<file path="config.mk">
export PLATFORM = sky130hd
export DESIGN_NAME = piece_spawner
export DESIGN_NICKNAME = d
export VERILOG_FILES = /design/src/rtl/piece_spawner_pkg.sv /design/src/rtl/piece_queue.sv /design/src/rtl/piece_spawner.sv
export SDC_FILE = /design/constraint.sdc
export NUM_CORES = 1
export LEC_CHECK = 0
export CELL_PAD_IN_SITES_DETAIL_PLACEMENT = 0
export CELL_PAD_IN_SITES_GLOBAL_PLACEMENT = 1
export CORE_UTILIZATION = 35
export CTS_CLUSTER_DIAMETER = 60
export DETAILED_ROUTE_END_ITERATION = 10
export PLACE_DENSITY_LB_ADDON = 0.2
export SLEW_MARGIN = 0
export SYNTH_ARGS = -nofsm -noshare
export SYNTH_HDL_FRONTEND = slang
export SYNTH_HIERARCHICAL = 1
export SYNTH_SLANG_ARGS = --single-unit
export TNS_END_PERCENT = 100
</file>
<file path="constraint.sdc">
create_clock -name clk -period 3.7 [get_ports clk]
set_input_delay 0.74 -clock clk [delete_from_list [all_inputs] [get_ports clk]]
set_output_delay 0.74 -clock clk [all_outputs]
set_load 0.01 [all_outputs]
</file>
<file path="src/rtl/piece_spawner_pkg.sv">
// piece_spawner_pkg: shared types and constants for the spawner
// type encoding, state encoding, shape offset ROM, LFSR seed/taps
package piece_spawner_pkg;

  typedef enum logic [2:0] {
    T_I, T_O, T_T, T_S, T_Z, T_J, T_L
  } piece_e;

  typedef enum logic [2:0] {
    S_FILL, S_IDLE, S_SELECT, S_CHECK,
    S_WRITE, S_DONE, S_OVER
  } state_e;

  localparam int N_TYPES = 7;
  localparam int N_CELLS = 4;

  localparam logic [15:0] LFSR_SEED = 16'hACE1;
  // taps 16,14,13,11 as bit mask in shift-right form
  localparam logic [15:0] LFSR_TAPS = 16'h002D;

  // row offsets, indexed [type][cell]
  localparam int ROW_ROM [N_TYPES][N_CELLS] = '{
    '{0, 0, 0, 0},
    '{0, 0, 1, 1},
    '{0, 0, 0, 1},
    '{0, 0, 1, 1},
    '{0, 0, 1, 1},
    '{0, 0, 0, 1},
    '{0, 0, 0, 1}
  };

  // column offsets relative to the spawn column
  localparam int COL_ROM [N_TYPES][N_CELLS] = '{
    '{-1, 0, 1,  2},
    '{ 0, 1, 0,  1},
    '{-1, 0, 1,  0},
    '{ 0, 1, -1, 0},
    '{-1, 0, 0,  1},
    '{-1, 0, 1,  1},
    '{-1, 0, 1, -1}
  };

  function automatic logic [15:0] lfsr_next(
    input logic [15:0] l
  );
    return {^(l & LFSR_TAPS), l[15:1]};
  endfunction

  // 7 is not a valid type and folds onto I
  function automatic logic [2:0] lfsr_type(
    input logic [2:0] l
  );
    return (l == 3'd7) ? 3'(T_I) : l;
  endfunction

endpackage

</file>
<file path="src/rtl/piece_queue.sv">
// piece_queue: DEPTH-deep FIFO of piece types, head always visible
// ports: clk, rst (async low), i_push, i_pop, i_din, o_head
module piece_queue #(
  parameter int DEPTH = 2
) (
  input  logic       clk,
  input  logic       rst,
  input  logic       i_push,
  input  logic       i_pop,
  input  logic [2:0] i_din,
  output logic [2:0] o_head
);

  localparam int CW = $clog2(DEPTH + 1);

  logic [DEPTH*3-1:0] r_q;
  logic [DEPTH*3-1:0] w_q;
  logic [CW-1:0]      r_cnt;
  logic [CW-1:0]      w_cnt;

  // pop shifts toward slot 0, push lands after the last valid slot
  always_comb begin
    w_q   = r_q;
    w_cnt = r_cnt;
    if (i_pop && r_cnt != '0) begin
      w_q   = w_q >> 3;
      w_cnt = w_cnt - CW'(1);
    end
    if (i_push && w_cnt != CW'(DEPTH)) begin
      for (int i = 0; i < DEPTH; i++)
        if (i == int'(w_cnt))
          w_q[i*3 +: 3] = i_din;
      w_cnt = w_cnt + CW'(1);
    end
  end

  always_ff @(posedge clk or negedge rst) begin
    if (!rst) begin
      r_q   <= '0;
      r_cnt <= '0;
    end else begin
      r_q   <= w_q;
      r_cnt <= w_cnt;
    end
  end

  assign o_head = r_q[2:0];

endmodule

</file>
<file path="src/rtl/piece_spawner.sv">
// piece_spawner: picks a random piece, checks the spawn area, writes it
// ports: board RAM (re/we/addr/data/rdata), en, seed load, status
module piece_spawner
  import piece_spawner_pkg::*;
#(
  parameter int BOARD_W   = 10,
  parameter int ADDR_W    = 8,
  parameter int DATA_W    = 8,
  parameter int CELLS     = 4,
  parameter int SPAWN_COL = 4,
  parameter int PREVIEW   = 2
) (
  input  logic                    clk,
  input  logic                    rst,
  input  logic                    en,
  input  logic                    seed_load,
  input  logic [15:0]             seed,
  input  logic [DATA_W-1:0]       rdata,
  output logic                    re,
  output logic                    we,
  output logic [ADDR_W-1:0]       addr,
  output logic [DATA_W-1:0]       data,
  output logic [CELLS*ADDR_W-1:0] cell_addr,
  output logic [2:0]              piece_type,
  output logic [2:0]              next_type,
  output logic                    placed,
  output logic                    game_over
);

  localparam int KMAX = (CELLS > PREVIEW) ? CELLS : PREVIEW;
  localparam int KW   = $clog2(KMAX + 2);

  state_e                  r_state;
  logic [15:0]             r_lfsr;
  logic [KW-1:0]           r_k;
  logic                    r_hit;
  logic                    r_re;
  logic                    r_we;
  logic [ADDR_W-1:0]       r_addr;
  logic [DATA_W-1:0]       r_data;
  logic [CELLS*ADDR_W-1:0] r_cell_addr;
  logic [2:0]              r_piece_type;
  logic                    r_placed;
  logic                    r_game_over;

  logic                    w_push;
  logic                    w_pop;
  logic [2:0]              w_gen;
  logic [2:0]              w_head;
  logic [CELLS*ADDR_W-1:0] w_cells;

  function automatic logic [ADDR_W-1:0] spawn_addr(
    input logic [2:0] t,
    input int         k
  );
    int ti;
    int ki;
    int a;
    ti = (t < 3'd7) ? int'(t) : 0;
    ki = k % N_CELLS;
    a  = ROW_ROM[ti][ki] * BOARD_W
       + SPAWN_COL + COL_ROM[ti][ki];
    return a[ADDR_W-1:0];
  endfunction

  function automatic logic [ADDR_W-1:0] cell_at(
    input logic [CELLS*ADDR_W-1:0] v,
    input logic [KW-1:0]           k
  );
    return v[int'(k)*ADDR_W +: ADDR_W];
  endfunction

  assign w_push = (r_state == S_FILL) ||
                  (r_state == S_SELECT);
  assign w_pop  = (r_state == S_SELECT);
  assign w_gen  = lfsr_type(r_lfsr[2:0]);

  piece_queue #(
    .DEPTH(PREVIEW)
  ) u_queue (
    .clk   (clk),
    .rst   (rst),
    .i_push(w_push),
    .i_pop (w_pop),
    .i_din (w_gen),
    .o_head(w_head)
  );

  // addresses of the piece about to be selected
  always_comb begin
    w_cells = '0;
    for (int k = 0; k < CELLS; k++)
      w_cells[k*ADDR_W +: ADDR_W] = spawn_addr(w_head, k);
  end

  always_ff @(posedge clk or negedge rst) begin
    if (!rst) begin
      r_state      <= S_FILL;
      r_lfsr       <= LFSR_SEED;
      r_k          <= '0;
      r_hit        <= 1'b0;
      r_re         <= 1'b0;
      r_we         <= 1'b0;
      r_addr       <= '0;
      r_data       <= '0;
      r_cell_addr  <= '0;
      r_piece_type <= '0;
      r_placed     <= 1'b0;
      r_game_over  <= 1'b0;
    end else begin
      unique case (r_state)
        S_FILL: begin
          r_lfsr <= lfsr_next(r_lfsr);
          r_k    <= r_k + KW'(1);
          if (r_k == KW'(PREVIEW - 1)) begin
            r_k     <= '0;
            r_state <= S_IDLE;
          end
        end
        S_IDLE: begin
          if (seed_load)
            r_lfsr <= (seed == '0) ? LFSR_SEED : seed;
          if (en)
            r_state <= S_SELECT;
        end
        S_SELECT: begin
          r_lfsr       <= lfsr_next(r_lfsr);
          r_piece_type <= w_head;
          r_cell_addr  <= w_cells;
          r_re         <= 1'b1;
          r_addr       <= w_cells[ADDR_W-1:0];
          r_k          <= '0;
          r_hit        <= 1'b0;
          r_state      <= S_CHECK;
        end
        S_CHECK: begin
          // rdata in cycle k answers the read of cycle k-1
          if (r_k != '0)
            r_hit <= r_hit | (rdata != '0);
          if (r_k == KW'(CELLS)) begin
            r_k <= '0;
            if (r_hit || rdata != '0) begin
              r_game_over <= 1'b1;
              r_state     <= S_OVER;
            end else begin
              r_we    <= 1'b1;
              r_addr  <= cell_at(r_cell_addr, '0);
              r_data  <= DATA_W'(r_piece_type)
                       + DATA_W'(1);
              r_state <= S_WRITE;
            end
          end else begin
            r_k <= r_k + KW'(1);
            if (int'(r_k) + 1 < CELLS) begin
              r_addr <= cell_at(r_cell_addr,
                                r_k + KW'(1));
            end else begin
              r_re   <= 1'b0;
              r_addr <= '0;
            end
          end
        end
        S_WRITE: begin
          if (int'(r_k) + 1 < CELLS) begin
            r_k    <= r_k + KW'(1);
            r_addr <= cell_at(r_cell_addr,
                              r_k + KW'(1));
          end else begin
            r_k      <= '0;
            r_we     <= 1'b0;
            r_addr   <= '0;
            r_data   <= '0;
            r_placed <= 1'b1;
            r_state  <= S_DONE;
          end
        end
        S_DONE: begin
          if (!en) begin
            r_placed <= 1'b0;
            r_state  <= S_IDLE;
          end
        end
        S_OVER: begin
          r_game_over <= 1'b1;
        end
        default: r_state <= S_FILL;
      endcase
    end
  end

  assign re         = r_re;
  assign we         = r_we;
  assign addr       = r_addr;
  assign data       = r_data;
  assign cell_addr  = r_cell_addr;
  assign piece_type = r_piece_type;
  assign next_type  = w_head;
  assign placed     = r_placed;
  assign game_over  = r_game_over;

endmodule

</file>
* Word-level counts from Yosys, hierarchy flattened
Memory sizes are Yosys's and may differ from the RTL's. Index checks and enable logic that the tools add are counted.
Word-level totals: register bits 86, memory bits (read-only) 2048, input port bits 28, output and inout port bits 58, word-level logic and storage cells 138, memories kept 2
Cells by class: $add $sub $neg 13, multipliers 4, magnitude comparators 3, equality and inequality tests 23, shifts and indexed selects 1, multiplexer cells 48, bitwise gates (word level) 3, reduce and logical (&&, ||, !) cells 27
Memory list:
- (name not given) | depth 8, bits a word 128, rd ports 1, clocked after Yosys merged registers in 0, write ports 0, RTL line piece_spawner.sv:62 | + SPAWN_COL + COL_ROM[ti][ki];
- (name not given) | depth 8, bits a word 128, rd ports 1, clocked after Yosys merged registers in 0, write ports 0, RTL line piece_spawner.sv:61 | a = ROW_ROM[ti][ki] * BOARD_W
Operators by type and width (number):
- 128-bit 2-to-1 mux | 2
- 104-bit 2-to-1 mux | 2
- 32-bit by 4-bit multiplier with 7-bit output (second input constant) | 4
- 8-bit 2-to-1 mux | 6
- 3-bit 2-to-1 mux | 12
- 8-bit by 4-bit adder with 8-bit output (second input constant) | 4
- 8-bit adder | 4
- 32-bit by 4-bit greater-or-equal comparator with 1-bit output (second input constant) | 1
- 16-bit 2-to-1 mux | 2
- 3-bit NOT with 32-bit output | 1
- 16-bit case mux with 2 select lines | 1
- 32-bit by 7-bit indexed part select with 8-bit output | 1
- 8-bit case mux with 3 select lines | 1
- 2-bit inequality test (second input constant) | 11
- 3-bit case mux with 7 select lines | 1
- 16-bit zero test | 1
- 8-bit case mux with 2 select lines | 1
- 16-bit parity | 1
- 3-bit == test (second input constant) | 5
- 6-bit 2-to-1 mux | 2
- 3-bit case mux with 4 select lines | 1
- 2-bit nonzero test | 6
- 1-bit case mux with 2 select lines | 5
- 1-bit 2-to-1 mux | 9
- other kinds (26) | 38

* Depth between registers and ports, before layout
word-level depth 10, gate-level depth with buffers 14, mapped depth without buffers 10

* By module
Netlist, hierarchy kept.
By module, submodules not included:
- piece_spawner | instances 1, cells each 331, area an instance 3055.4 um^2, seq. area each 1311.3 um^2
- piece_queue | instances 1, cells each 62, area an instance 580.6 um^2, seq. area each 200.2 um^2

* Least setup slack after synthesis
OpenSTA, ideal clock, no wires.
kind register -> register, from register r_state[2], to register u_queue.r_q[1], library setup time 0.125 ns, arrival time 2.569 ns, data required time 3.575 ns, slack 1.006 ns, cell stages (with the launch flop) 13, buffers on the path 2, path through dfrtp_1 -> and2b_2 -> nand2_1 -> inv_1 -> buf_2 -> nand2b_4 -> buf_12 -> mux2i_4 -> ha_1 -> nand2b_1 -> or4_1 -> a31oi_1 -> o21ai_1
Between the ends: longest elaborated chain between the ends 6
Ends and longest elaborated chain:
- start, declared | RTL line piece_spawner.sv:33 | state_e r_state;
- start signal, assigned | RTL line piece_spawner.sv:98 | r_state <= S_FILL;
- start signal, assigned | RTL line piece_spawner.sv:117 | r_state <= S_IDLE;
- start signal, assigned | RTL line piece_spawner.sv:124 | r_state <= S_SELECT;
- 3-bit by 2-bit == test with 1-bit output * | RTL line piece_spawner.sv:75 | assign w_pop = (r_state == S_SELECT);
- via w_pop | RTL line piece_spawner.sv:47 | logic w_pop;
- 1-bit logical AND | RTL line piece_queue.sv:25 | if (i_pop && r_cnt != '0) begin
- 2-bit 2-to-1 mux | RTL line piece_queue.sv:25
- 2-bit zero test or 2-bit inequality test (tied branches) | RTL line piece_queue.sv:31, piece_queue.sv:29
- 3-bit 2-to-1 mux or 1-bit logical AND (tied branches) | RTL line piece_queue.sv:31, piece_queue.sv:29
- 6-bit 2-to-1 mux * | RTL line piece_queue.sv:29 | if (i_push && w_cnt != CW'(DEPTH)) begin
- via u_queue.w_q[1] | RTL line piece_queue.sv:17 | logic [DEPTH*3-1:0] w_q;
- end signal, assigned | RTL line piece_queue.sv:42 | r_q <= w_q;
- end, declared | RTL line piece_queue.sv:16 | logic [DEPTH*3-1:0] r_q;
The timed path passes the listed nets; every way through them passes the cells marked *. A chain may end at the register's enable or synchronous reset.

* Worst setup path in the final report
from register r_state[2], to register u_queue.r_q[3]
Between the ends: longest elaborated chain between the ends 6
Ends and longest elaborated chain (RTL line):
- 3-bit by 2-bit == test with 1-bit output | piece_spawner.sv:74, piece_spawner.sv:75
- 1-bit logical AND | piece_queue.sv:25
- 2-bit 2-to-1 mux | piece_queue.sv:25
- 2-bit == test or 2-bit inequality test (tied branches) | piece_queue.sv:31, piece_queue.sv:29
- 3-bit 2-to-1 mux or 1-bit logical AND (tied branches) | piece_queue.sv:31, piece_queue.sv:29
- 6-bit 2-to-1 mux * | piece_queue.sv:29
- via u_queue.w_q[3] | piece_queue.sv:17
Marks and branches as above.

==> results.md <==
- Status: complete, no violations
- HPWL after detailed placement: roughly 6300 um
- Fin util: 0.4470
- Synth unique cells: 64
- Peak Freq: between 300 and 400 MHz
- Final Hold Vio Count: 0
- Async SR Flop Fraction: 1.000
- Cts hold-fix bufs: 0
- Drt first pass iters: 5
- CTS buffer count: 9
- Post-detailed-route count of antenna-violating nets: 0
- Startpoint types: register
- # rows: 36
- Total power: between 3 and 4 mW
- Slew @ Worst Pin: between 0.7 and 0.8 ns
- Die area: about 0.011 mm^2
- Post-DR wirelength/cell: 15.24 um
- Synth Area in Compound Gates: 0.1820
- Net Sw Frac: 0.4278
- Sequential power share: 0.319
- Final #Nets: slightly below 500
- Final setup fails: 0
- Clk_lat worst skew: 0.35 ns
- Final GP Congestion: 0.7876
- H-tree Lvls: 3
- Die H: 103.9 um
- CTS root buf: clkbuf_8
- YS warnings: 6
- Max Cap Viol: 0
- Largest cells by area after synthesis: dfrtp_1, buf_4, dfstp_2
- Post-CTS Setup Inserts: 0
- RSZ-0062 raised after global routing: no
- Post-synth top area share: 0.3579
- Pwr Density: 881.6 mW/mm^2
- Largest net degree at the start of global routing: 40
- GRT Total Usage: 0.1752
- Ports: 86
- Peak supply drop: 288.5 uV
- R2R Path End: u_queue/r_q[3]$_DFF_PN0_
- CTS tree: yes
- Post-Syn Instances: just under 400
- Commonest cells in the netlist: nand2_1, dfrtp_1, nor2_1
- Synth Area in XOR/XNOR: 0.01927
- Synthesis-stage register bit count: 60
- Core Area: 0.009910 mm^2
- Min Hold Slack: 0.3451 ns
- Total grt overflow: 0
- Clk_skew: 0.01318 ns
- Crit share post-route: 0.8364
- Initial Utilization: 0.3669
- Most frequent cell after synthesis: nand2_1
- Mux contribution to synthesized area: 0.04233
- Critical R2R Launch: r_state[2]$_DFFE_PN0P_
- Syn_area_per_cell: 9.252 um^2
- Worst-path maximum fanout: 17
- Min Clock Period, post-route: 3.095 ns
- Antenna violations before repair: 0
- Relative slew slack: 0.4857
- Num Clock Sinks: 60
- DRC viols: 0
- Flop-to-flop setup slack: between 0.6 and 0.7 ns
- Antenna diode count: 0
- Critical Setup Path Class: reg2reg
- Slew Limit Fails: 0
- Net Sw Power: around 1.7 mW
- Arrival time at the worst endpoint: 3.33 ns
- WL final: 8899 um
- Clk pwr share: 0.164
- Required @ worst endpoint: 3.93 ns
- Adder-cell share of the synthesized area: 0.03785
- Post-synthesis sequential area ratio: 0.4157
- Final worst slack: 0.6052 ns
- EDFF count, synth: 0
- Layout cells sized above 1: 0.1109
- Port Buffers: 63
- Synth area leader: dfrtp_1
- Vias per cell: ~5.1
- Synth Flop Type: dfrtp_1
- CTS Buffer Depth: 2
- Worst r2r path cells: 10
- Pint: 2.234 mW
- Vias in the first global route: approximately 3000
- Comb pwr share: 0.517
- Post-Place Setup Slack: 0.6181 ns
- Largest family of logic cells by synthesized area: simple AND/OR/NAND/NOR gates
- Leak: 1.884 nW
- Clock-pin slew on the worst setup and hold paths: 0.08 ns
- First-pass GRT wire length: ~15000 um
- Die Width: between 100 and 150 um
- Worst Setup End Kind: register
- Worst Hold Class: in2async
- PostCTS Resize Cnt: 0
- 1st-iter DRT viols: 73
- TNS Setup: 0 ns
- Simple-gate portion of the synthesized area: 0.2006
- Synth-to-layout area growth: 21.82%
- Via count: 2989
- Post-Synthesis Cell Area: roughly 0.0036 mm^2
==> metrics by stage <==
step | cells | cell area, um^2
floorplan | 414 | 3715
global placement | 568 | 4218
detailed placement | 568 | 4218
CTS | 584 | 4429
global route | 584 | 4429
finish | 584 | 4429
==> cells by family after synthesis <==
kind of cell / count (synthesis)
and+or+nand+nor: 152
AOI/OAI and AO/OA: 91
DFF: 60
buffers and inverters: 59
adders and majority gates: 11
muxes: 11
xor gates and xnor gates: 8
other: 1
==> layout make-up <==
| cell class | count | area, um^2 |
|---|---|---|
| fill | 968 | 5480 |
| timing repair buffer | 67 | 655.6 |
| clock inverter | 5 | 60.06 |
| multi-input combinational | 295 | 1836 |
| clock buffer | 11 | 151.4 |
| tap | 133 | 166.4 |
| inverter | 13 | 48.80 |
| sequential | 60 | 1511 |
==> worst max-delay path, cell delays in order (launching register included) <==
cell and delay [ns]:
dfrtp_1 0.56, and2b_2 0.38, nand2_1 0.09, inv_1 0.37, and2b_4 0.28, xnor2_1 0.12
ha_1 0.23, nor2b_1 0.57, nand2_1 0.19, nand3_1 0.13, nand2_1 0.06
==> worst max-delay path by stage <==
| stage | cells past startpoint | slack, ns | start | end |
|---|---|---|---|---|
| final | 10 | 0.61 | r_state[2]$_DFFE_PN0P_ | u_queue/r_q[3]$_DFF_PN0_ |
| after global placement | 10 | 0.65 | r_state[2]$_DFFE_PN0P_ | u_queue/r_q[3]$_DFF_PN0_ |
| after global routing | 10 | 0.26 | r_state[2]$_DFFE_PN0P_ | u_queue/r_q[3]$_DFF_PN0_ |
| after detailed placement | 10 | 0.62 | r_state[2]$_DFFE_PN0P_ | u_queue/r_q[3]$_DFF_PN0_ |
| after floorplan | 12 | 1.01 | r_state[2]$_DFFE_PN0P_ | u_queue/r_q[1]$_DFF_PN0_ |
| after CTS | 10 | 0.59 | r_state[2]$_DFFE_PN0P_ | u_queue/r_q[3]$_DFF_PN0_ |
==> metal layers <==
| metal | track usage | part of all wire |
|---|---|---|
| met5 | 0 | 0 |
| met1 | 0.2316 | 0.48 |
| met2 | 0.2819 | 0.46 |
| met4 | 0.06633 | 0.013 |
| met3 | 0.03571 | 0.043 |
==> flip-flops by register name, summed over array words and instances, names as in the netlist <==
| name | cells |
|---|---|
| r_lfsr | 16 |
| cell_addr | 12 |
| addr | 6 |
| u_queue/r_q | 6 |
| data | 4 |
| piece_type | 3 |
| r_k | 3 |
| r_state | 3 |
| u_queue/r_cnt | 2 |
| game_over | 1 |
| placed | 1 |
| r_hit | 1 |
| re | 1 |
| we | 1 |
==> power by group through the flow <==
stage | Combinational [mW] | Clock (mW) | Sequential (mW)
floorplan | 1.51 | 0 | 1.19
global route | 2.27 | 0.679 | 1.30
global placement | 2.00 | 0 | 1.26
detailed placement | 2.02 | 0 | 1.26
CTS | 2.03 | 0.653 | 1.25
finish | 2.02 | 0.639 | 1.25
==> placed cells by master (no fill, tap or decap), drive strengths merged, types with 6 or more instances in the layout <==
master,Yosys,layout
xnor2,6,6
clkdlybuf4s50,0,62
nand2b,9,9
nand2,56,56
nand3,16,16
nor3,13,13
dfrtp,52,52
a31oi,9,9
o21ai,17,17
ha,11,11
nor2,31,31
conb,1,22
o22ai,10,10
inv,13,13
dfstp,8,8
o211ai,6,6
clkbuf,5,11
a21oi,13,13
Power figures use the tool's default switching activity.
